`src/rtl/hazard_control.sv`:
```
// hazard_control: stall/flush sequencer for the 5-stage core.
// Load-use bubbles, dcache freeze, deferred redirects, halt, perf counters.
module hazard_control #(
  parameter int STALL_W = 16,
  parameter int FLUSH_W = 8
) (
  input  logic               CLK,
  input  logic               RST,
  input  logic               ihit,
  input  logic               dhit,
  input  logic               exmem_dreq,
  input  logic               idex_memread,
  input  logic [4:0]         idex_rt,
  input  logic [4:0]         ifid_rs,
  input  logic [4:0]         ifid_rt,
  input  logic               ifid_uses_rt,
  input  logic               exmem_redirect,
  input  logic               memwb_halt,
  output logic               pc_en,
  output logic               ifid_en,
  output logic               idex_en,
  output logic               exmem_en,
  output logic               memwb_en,
  output logic               ifid_flush,
  output logic               idex_flush,
  output logic               exmem_flush,
  output logic               memwb_flush,
  output logic               halted,
  output logic [STALL_W-1:0] stall_cnt,
  output logic [FLUSH_W-1:0] flush_cnt
);

  typedef enum logic [1:0] {
    RUN    = 2'd0,
    DWAIT  = 2'd1,
    HALTED = 2'd2
  } state_e;

  state_e             state_q, state_d;
  logic               pend_q, pend_d;
  logic [STALL_W-1:0] stall_q, stall_d;
  logic [FLUSH_W-1:0] flush_q, flush_d;

  logic dstall, istall, luse, redir;
  logic rt_hit;

  assign dstall = exmem_dreq & ~dhit;
  assign istall = ~ihit;
  assign rt_hit = ifid_uses_rt & (idex_rt == ifid_rt);
  assign luse   = idex_memread & (idex_rt != 5'd0) &
                  ((idex_rt == ifid_rs) | rt_hit);
  assign redir  = exmem_redirect | pend_q;

  // Priority decode of latch enables/flushes and next state
  always_comb begin
    pc_en       = 1'b0;
    ifid_en     = 1'b0;
    idex_en     = 1'b0;
    exmem_en    = 1'b0;
    memwb_en    = 1'b0;
    ifid_flush  = 1'b0;
    idex_flush  = 1'b0;
    exmem_flush = 1'b0;
    memwb_flush = 1'b0;
    halted      = 1'b0;
    state_d     = RUN;
    pend_d      = pend_q;
    flush_d     = flush_q;
    stall_d     = stall_q;
    if (RST) begin
      ifid_flush  = 1'b1;
      idex_flush  = 1'b1;
      exmem_flush = 1'b1;
      memwb_flush = 1'b1;
    end else begin
      priority case (1'b1)
        (state_q == HALTED): begin
          halted  = 1'b1;
          state_d = HALTED;
        end
        memwb_halt: begin
          memwb_en = 1'b1;
          state_d  = HALTED;
        end
        dstall: begin
          memwb_en    = 1'b1;
          memwb_flush = 1'b1;
          state_d     = DWAIT;
          if (exmem_redirect) pend_d = 1'b1;
        end
        redir: begin
          pc_en       = 1'b1;
          ifid_en     = 1'b1;
          idex_en     = 1'b1;
          exmem_en    = 1'b1;
          memwb_en    = 1'b1;
          ifid_flush  = 1'b1;
          idex_flush  = 1'b1;
          exmem_flush = 1'b1;
          pend_d      = 1'b0;
          if (~&flush_q) flush_d = flush_q + 1'b1;
        end
        luse: begin
          idex_en    = 1'b1;
          idex_flush = 1'b1;
          exmem_en   = 1'b1;
          memwb_en   = 1'b1;
        end
        istall: begin
          ifid_en    = 1'b1;
          ifid_flush = 1'b1;
          idex_en    = 1'b1;
          exmem_en   = 1'b1;
          memwb_en   = 1'b1;
        end
        default: begin
          pc_en    = 1'b1;
          ifid_en  = 1'b1;
          idex_en  = 1'b1;
          exmem_en = 1'b1;
          memwb_en = 1'b1;
        end
      endcase
      if (!pc_en && state_q != HALTED && ~&stall_q)
        stall_d = stall_q + 1'b1;
    end
  end

  // State, pending redirect and saturating counters
  always_ff @(posedge CLK) begin
    if (RST) begin
      state_q <= RUN;
      pend_q  <= 1'b0;
      stall_q <= '0;
      flush_q <= '0;
    end else begin
      state_q <= state_d;
      pend_q  <= pend_d;
      stall_q <= stall_d;
      flush_q <= flush_d;
    end
  end

  assign stall_cnt = stall_q;
  assign flush_cnt = flush_q;

endmodule
```
`config.mk`:
```
export PLATFORM = sky130hd
export DESIGN_NAME = hazard_control
export DESIGN_NICKNAME = d
export VERILOG_FILES = /design/src/rtl/hazard_control.sv
export SDC_FILE = /design/constraint.sdc
export NUM_CORES = 1
export LEC_CHECK = 0
export CORE_UTILIZATION = 33
export DETAILED_ROUTE_END_ITERATION = 16
export HOLD_SLACK_MARGIN = 0.08
export MAX_ROUTING_LAYER = met4
export PLACE_DENSITY = 0.77
export SYNTH_ARGS = -nofsm -noshare
export SYNTH_HDL_FRONTEND = slang
export SYNTH_SLANG_ARGS = --single-unit
```
`constraint.sdc`:
```
create_clock -name CLK -period 2.2 [get_ports CLK]
set_input_delay 0.44 -clock CLK [delete_from_list [all_inputs] [get_ports CLK]]
set_output_delay 0.44 -clock CLK [all_outputs]
set_load 0.01 [all_outputs]
```
# Yosys cells after proc, flatten, opt, wreduce, memory -nomap -nowiden
# Index checks and enable logic that the tools add are counted.
# totals
output_inout_bits	34
register_bits	27
mem_count	0
input_bits	24
mem_bits_ro	0
latchBits	0
elab_cells	84
ram_bits	0
# op_classes
n_eq_ne	5
div	0
n_bitwise	11
add_sub_neg	2
multipliers	0
shift	0
magnitude_cmp	0
reduce_logical	11
muxes	50
# op_table
cell	count
$mux 1	48
$add 16x1->16 const B	1
$reduce_and 16->1	1
$eq 5x5->1	2
$add 8x1->8 const B	1
$reduce_and 8->1	1
$not 1->1	5
$reduce_and 5->1	1
$reduce_bool 5->1	1
$and 1x1->1	4
$mux 2	2
$ne 2x2->1 const B	2
$reduce_and 4->1	1
$reduce_or 3->1	1
$eq 2x2->1 const B	1
$logic_and 1x1->1	2
$logic_not 1->1	2
$or 1x1->1	2
$reduce_bool 2->1	1

# Longest topological paths before layout
# Gate-level depths: netlist (run 1).
# logic_depth
ltp_word	13
ltp_mapped	9
ltp_nobuf	7

# Worst setup path after synthesis (run 1)
# Ideal clock, no wire load.
# synth_timing
kind	in2out
from	in idex_rt[1]
to	out pc_en
path_buffers	0
path_stages	5
setup_slack_ps	-71
t_arrival_ps	1831
t_required_ps	1760
path_cell_list	or4_1 o21ai_0 nor2_1 a21boi_0 nor2b_1
# synth_via
elab_chain_len	11
word_cells_on_any_way	14
cone_classes	2 x eq/ne; 7 x mux; 4 x bitwise; 1 x reduce/logical
# synth_lines
element	line	text
start: declaration	13	input logic [4:0] idex_rt,
$eq 5x5->1	49	assign rt_hit = ifid_uses_rt & (idex_rt == ifid_rt);
$and 1x1->1	49	
$or 1x1->1	51	((idex_rt == ifid_rs) | rt_hit);
$and 1x1->1 (*)	50	assign luse = idex_memread & (idex_rt != 5'd0) &
$mux 1 (*) (5 in series)	76	priority case (1'b1)
$mux 1 (*) (2 in series)	70	if (RST) begin
end: declaration	19	output logic pc_en,
# Mark *: on every way between the ends. The rest lies on a longest branch, timed or not. The select of a mux whose other input is x is not followed.

# Worst setup path in the final report (run 1)
# layout_timing
from	in ifid_rt[3]
to	out pc_en
# layout_via
elab_chain_len	11
# layout_lines
element	line	text
start: declaration	15	input logic [4:0] ifid_rt,
$eq 5x5->1	49	
$and 1x1->1	49	
$or 1x1->1	51	
$and 1x1->1	50	
$mux 1 (5 in series)	76	
$mux 1 (2 in series)	70	
# No other way between the ends. The select of a mux whose other input is x is not followed.

==> metrics.txt, run 1 <==
status complete, but fails checks; failing checks setup timing; initial antenna violation count 0; synth warn 0; CP required 1760 ps; most common cell in the synthesized netlist dfxtp_1; CTS HTree Levels 1; Post-synth top cells dfxtp_1, nor2_1, xor2_1, a21oi_1; Initial Util 34.4%; CORE AREA roughly 4400 um2; I/O Pins just under 60; vias in the first global route 1,478; reg2reg setup slack around 140 ps; PD cells roughly 420 nW/um2; Fmax around 440 MHz; hold-fix buffers at CTS 0; gr ovfl total 0; CP peak stage delay approximately 330 ps; fillers roughly 400; Antenna Cells 0; first-pass GRT wire length roughly 6.5 mm; syn nets about 210; Max transition margin ~79%; EDFF count, synth 0; ratio of cells with drive above 1 in the final layout roughly 27%; final-report setup violation count 2; post-synth top area share 36.1%; maxcap violations 0; Worst Setup SP ifid_rt[3]; GRT busiest layer met2; largest net degree at the start of global routing 26; final worst path period share 104%; CP Max Fanout 3; leakage power total ~1.0 nW; endpoints failing hold 0; Area growth syn-to-layout 65.9%; cells along the critical path buf_6, xor2_1, nor4_2, a32oi_2, nor2_2, buf_4, a21boi_2, nor2b_1, buf_2; Worst Max-Slew Pin Slew approximately 320 ps; routed len/inst 12.3 um; setup ws final -79.4 ps; multi-input logic area around 1000 um2; Most used DFF post-synth dfxtp_1; syn avg cell area just over 8 um2; critical path capture point type output port; area leader, netlist dfxtp_1; routability congestion estimate 0.800; r2r worst-path depth 8; top post-synthesis cells by area dfxtp_1, xor2_1, nor2_1; Clock transition at path regs approximately 90 ps; Post-Syn Area 1500 um2; Crit-path slowest cell nor4_2; via count approximately 1,600; Clock Skew ~4.3 ps; Setup Crit Path Kind in2out; GR Layer Usage met2 around 28%; Post-route DRC 0; Post-DRT Antenna Nets 0; worst-skew pair later-pin latency approximately 260 ps; Reg2Reg Launch Point stall_cnt[0]$_SDFFE_PP0P_; RSZ-0062 raised after global routing yes; DIE WIDTH a little under 70 um; Worst EP arrival ~1800 ps; all-layer global routing usage ~17%; #FFs+latches synth 27; drt initial violations 71; drt first pass iters 4; worst slack, placed -821 ps; Reg area approximately 540 um2; Critical Path End pc_en; WHS about 530 ps; HP Class reg2reg; Post-Route WL between 4 and 5 mm; row cnt 24; CTS tree yes; CP Launch Type input port; Synth cell types 36; met1 usage approximately a fifth; Port Buffers 57; end of the worst register-to-register path stall_cnt[0]$_SDFFE_PP0P_; Longest Clk Path Bufs 2; fin util between 50% and 60%; CTS Sinks 27; ys async rst share 0%; DPL Wire Length 2.86 mm; post-synthesis instance total ~180; Seq/Total Area, Yosys 36.1%; die area 4820 um2; total CTS buffers 3; vias per inst slightly below 5; fin nets a little over 300; Worst VDD drop 0.000311 V; GRT met3 Usage between 3 and 4%; die height just under 70 um; minimum clock period ~2300 ps; CTS root buf clkbuf_8; max-slew violation count 0
[flip-flops by register name (all words and copies together), names as in the netlist]
register / cells
pend_q: 1
stall_cnt: 16
state_q: 2
flush_cnt: 8
[report_power, final]
group          switching [mW]  leakage (nW)  internal, mW
Combinational           0.115         0.784         0.145
Sequential            0.00770         0.218         0.499
Clock                   0.142        0.0228         0.129
[final cells by class]
type	count	share of cell area, %
repair buffers	96	33.4
inverters	3	0.453
flip-flops and latches	27	21.7
multi-input cells	147	40.0
well taps	52	2.62
clock buffers	4	1.81
[cell families (layout without fill, tap and decap cells)]
kind of cell | after synthesis | count (layout) | share of synthesized area [%]
xor+xnor | 19 | 19 | 11.1
compound gates | 39 | 40 | 16.6
flops | 27 | 27 | 36.1
buf+inv | 10 | 103 | 3.76
mux | 3 | 3 | 2.09
fa+ha+maj | 2 | 2 | 1.67
simple gates | 83 | 83 | 28.7
[layer usage]
metal  vias up  share of wire [%]  routed length [um]
met5         -                  0                   0
met4         0               0.47                  19
met3         2                4.8                 195
met2        34                 49                2000
met1       749                 45                1840
li1        839                  -                   -
[layout by cell type, fill, tap and decap left out, types with 3 or more instances in the layout]
master,netlist,routed
clkbuf_8,0,3
buf_6,2,8
or3_1,10,9
a21o_1,4,4
nand2_1,10,10
buf_2,0,5
nand4_1,5,5
and3_1,5,5
dlygate4sd2_1,0,11
clkbuf_2,0,3
nor2_1,24,22
buf_4,1,37
o21ai_1,8,9
dfxtp_1,27,27
xor2_1,16,16
nand2b_1,3,3
nor2b_1,4,3
inv_1,3,3
clkdlybuf4s50_1,0,30
nand3_1,8,8
o31ai_1,4,4
a21oi_1,14,13
nor3_1,5,3
[worst min path at each step]
stage,from,endpoint,slack (ps),cells past startpoint
after floorplan,pend_q$_SDFFE_PP0P_,pend_q$_SDFFE_PP0P_,510,2
after global routing,stall_cnt[9]$_SDFFE_PP0P_,stall_cnt[9]$_SDFFE_PP0P_,570,2
final,stall_cnt[9]$_SDFFE_PP0P_,stall_cnt[9]$_SDFFE_PP0P_,530,2
after detailed placement,stall_cnt[11]$_SDFFE_PP0P_,stall_cnt[11]$_SDFFE_PP0P_,510,2
after CTS,stall_cnt[11]$_SDFFE_PP0P_,stall_cnt[11]$_SDFFE_PP0P_,520,2
after global placement,stall_cnt[13]$_SDFFE_PP0P_,stall_cnt[13]$_SDFFE_PP0P_,490,2
[worst max-delay path, delay by kind of cell]
| kind | cells | cell delay, ps |
|---|---|---|
| and+or+nand+nor | 3 | 640 |
| xor gates and xnor gates | 1 | 160 |
| buffers and inverters | 3 | 360 |
| AOI/OAI and AO/OA | 2 | 240 |
[through the flow]
stage | setup TNS [ps] | cells | cell area, um2 | power, mW
floorplan | 0 | 183 | 1500 | 0.620
finish | -144 | 329 | 2490 | 1.04
detailed placement | -11620 | 320 | 2350 | 0.764
global route | -501 | 329 | 2490 | 1.10
CTS | -200 | 328 | 2430 | 1.04
global placement | -10680 | 320 | 2350 | 0.760
[repair_timing]
action / 4_1_cts / 5_1_grt
endpoints found under the setup margin: 22 / 15
buffers inserted: 4 / 0
gates resized for setup: 70 / 22
pin swaps: 20 / 12
cloned: 0 / 1
(Power assumes the default switching activity.)
==> inputs of run 2 (changes only) <==
- ABC_AREA: unset -> 1
- PLACE_DENSITY: 0.77 -> 0.74
- SETUP_SLACK_MARGIN: unset -> 0.5
==> run 2 against run 1 <==
  * The run now ends clean
  * Core utilization is 0.11 points higher
  * Design area is 19% higher
  * Critical path depth stayed put
  * Critical path type is now reg2out
==> metrics.txt, run 2 <==
Worst EP arrival approximately 1500 ps; CP required about 1800 ps; all-layer global routing usage between 10% and 20%; first-pass GRT wire length ~8.0 mm; r2r worst-path depth 13; drt first pass iters 4; Sw Ratio 29.8%; maxcap violations 0; critical path capture point type output port; final-report setup violation count 0; max-slew violation count 0; Final Power roughly 1.1 mW; Port Buffers between 50 and 60; DIE WIDTH ~76 um; CTS HTree Levels 1; CTS root buf clkbuf_8; die height ~76 um; Longest Clk Path Bufs 2; initial antenna violation count 0; DR WL met3 between 200 and 250 um; WHS just under 500 ps; area leader, netlist dfxtp_1; post-synthesis instance total approximately 270; Clock Skew between 9 and 10 ps; I/O Pins 58; Combinational Power Share between 20% and 30%; syn avg cell area 6.72 um2; EDFF count, synth 0; syn nets between 200 and 300; Worst VDD drop between 0.0002 and 0.0003 V; hold depth 2; minimum clock period roughly 1900 ps; Worst Max-Slew Pin Slew roughly 530 ps; largest net degree at the start of global routing 19; hold-fix buffers at CTS 0; Initial Util 34.7%; gr ovfl total 0; Post-route DRC 0; P_int between 700 and 800 uW; Post-DRT Antenna Nets 0; Seq pwr share between 40 and 50%; HP Class reg2reg; ys async rst share 0%; reg2reg setup slack ~350 ps; row cnt 26; M1 wire length roughly 2.4 mm; routability congestion estimate 0.861; CTS tree yes; CP Launch Type flop; vias per inst 4.83; die area 5740 um2; vias in the first global route 1,803; WL met2 approximately 2.8 mm; Fmax between 500 and 600 MHz; Seq/Total Area, Yosys between 30% and 40%; Most used DFF post-synth dfxtp_1; Antenna Cells 0; Post-Route WL around 5.5 mm; #FFs+latches synth 27; synth warn 0; commonest non-fill, non-tap cell in the layout nand2_1; Setup Crit Path Kind reg2out; RSZ-0062 raised after global routing yes; Synth cell types 30; Area growth syn-to-layout 64.9%; top post-synthesis cells by area dfxtp_1, nand2_1, nand4_1; Fin Setup TNS 0 ps; routed len/inst 12.7 um; Post-Syn Area 1800 um2; most common cell in the synthesized netlist nand2_1; leakage power total 1.38 nW; via count between 2,000 and 2,500; ratio of cells with drive above 1 in the final layout 42.3%; post-synth top area share 30.1%; clock power share between 20% and 30%; endpoints failing hold 0; fin nets just under 400; multi-input logic area about 1200 um2; Psw around 330 uW; CORE AREA 5170 um2; CP Max Fanout 4; PD cells around 380 nW/um2; Top Layer Used met4; max reg flops 16; final worst path period share about 87%; commonest cells after routing, fill and taps aside nand2_1, buf_6, inv_1; Max transition margin 64.1%; status finished, final reports clean; Reg area between 500 and 600 um2; DPL Wire Length about 3.5 mm; Post-synth top cells nand2_1, nor2_1, dfxtp_1, inv_1, nand4_1; CTS Sinks 27; Clock transition at path regs about 100 ps; worst-skew pair later-pin latency 280 ps; total CTS buffers 3; drt initial violations ~100; fillers around 450
run 2: cell types whose count changed in the layout (fill, tap and decap cells not counted), sizes merged, moves of 6 or more:
cell and change:
buf +10, nor2 +10, nand2 +62, dlymetal6s2s +7
nand4 +14, xor2 -9, nand3 +7, or3 -10
a21oi +7, inv +33, dlygate4sd2 -6, clkdlybuf4s50 -14
run 2: cell families after synthesis:
group           Yosys count  share of synthesized area [%]
compound gates           30                           10.5
xor+xnor                 15                           7.32
fa+ha+maj                 2                           1.39
buf+inv                  44                           10.5
flops                    27                           30.1
simple gates            149                           40.2
run 2: layer usage:
layer	vias up	track usage, %
met4	0	4.12
met2	51	32.3
met3	8	3.70
met5	-	-
met1	968	21.9
li1	1061	-
run 2: path summary, 6_finish.rpt:
check	from	endpoint
worst max-delay path	state_q[1]$_SDFF_PP0_	idex_flush
worst max register to register	state_q[1]$_SDFF_PP0_	flush_cnt[4]$_SDFFE_PP0P_
worst min-delay path	flush_cnt[4]$_SDFFE_PP0P_	flush_cnt[4]$_SDFFE_PP0P_
worst min register to register	flush_cnt[4]$_SDFFE_PP0P_	flush_cnt[4]$_SDFFE_PP0P_
run 2: power by group through the flow:
stage / Sequential (mW) / Clock [mW] / Combinational (mW)
final: 0.510 / 0.289 / 0.322
after global routing: 0.511 / 0.317 / 0.349
after CTS: 0.507 / 0.298 / 0.273
after detailed placement: 0.518 / 0 / 0.246
after global placement: 0.518 / 0 / 0.242
after floorplan: 0.520 / 0 / 0.119
run 2: through the flow:
stage | setup slack, ps | std cells | instance area [um2] | utilization (%)
floorplan | 507 | 267 | 1800 | -
global placement | -325 | 404 | 2540 | 49.0
detailed placement | -403 | 404 | 2540 | 49.0
CTS | 283 | 423 | 2710 | 52.4
global route | 225 | 432 | 2960 | 57.2
finish | 286 | 432 | 2960 | 57.2
run 2: layout make-up:
| type | instances | share of cell area (%) |
|---|---|---|
| multi-input cells | 197 | 41.8 |
| repair buffers | 97 | 29.8 |
| flip-flops and latches | 27 | 18.9 |
| inverters | 37 | 4.99 |
| well taps | 70 | 2.96 |
| clock buffers | 3 | 1.39 |
| clock inverters | 1 | 0.169 |
run 2: worst max-delay path: stages (launching register included):
cell     delay (ps)
dfxtp_1         320
inv_1            40
nor2_2          140
nor2_2           60
inv_2           110
nor2_4           60
nand2_2          70
nand2_2          70
a31o_4          210
buf_6           110
run 2: timing repair:
| item | in CTS | in global routing |
|---|---|---|
| setup endpoints to repair | 46 | 47 |
| buffers inserted | 14 | 8 |
| cloned | 1 | 1 |
| pin swaps | 34 | 40 |
| resized for setup | 137 | 68 |
| endpoints found under the hold margin | 0 | 0 |
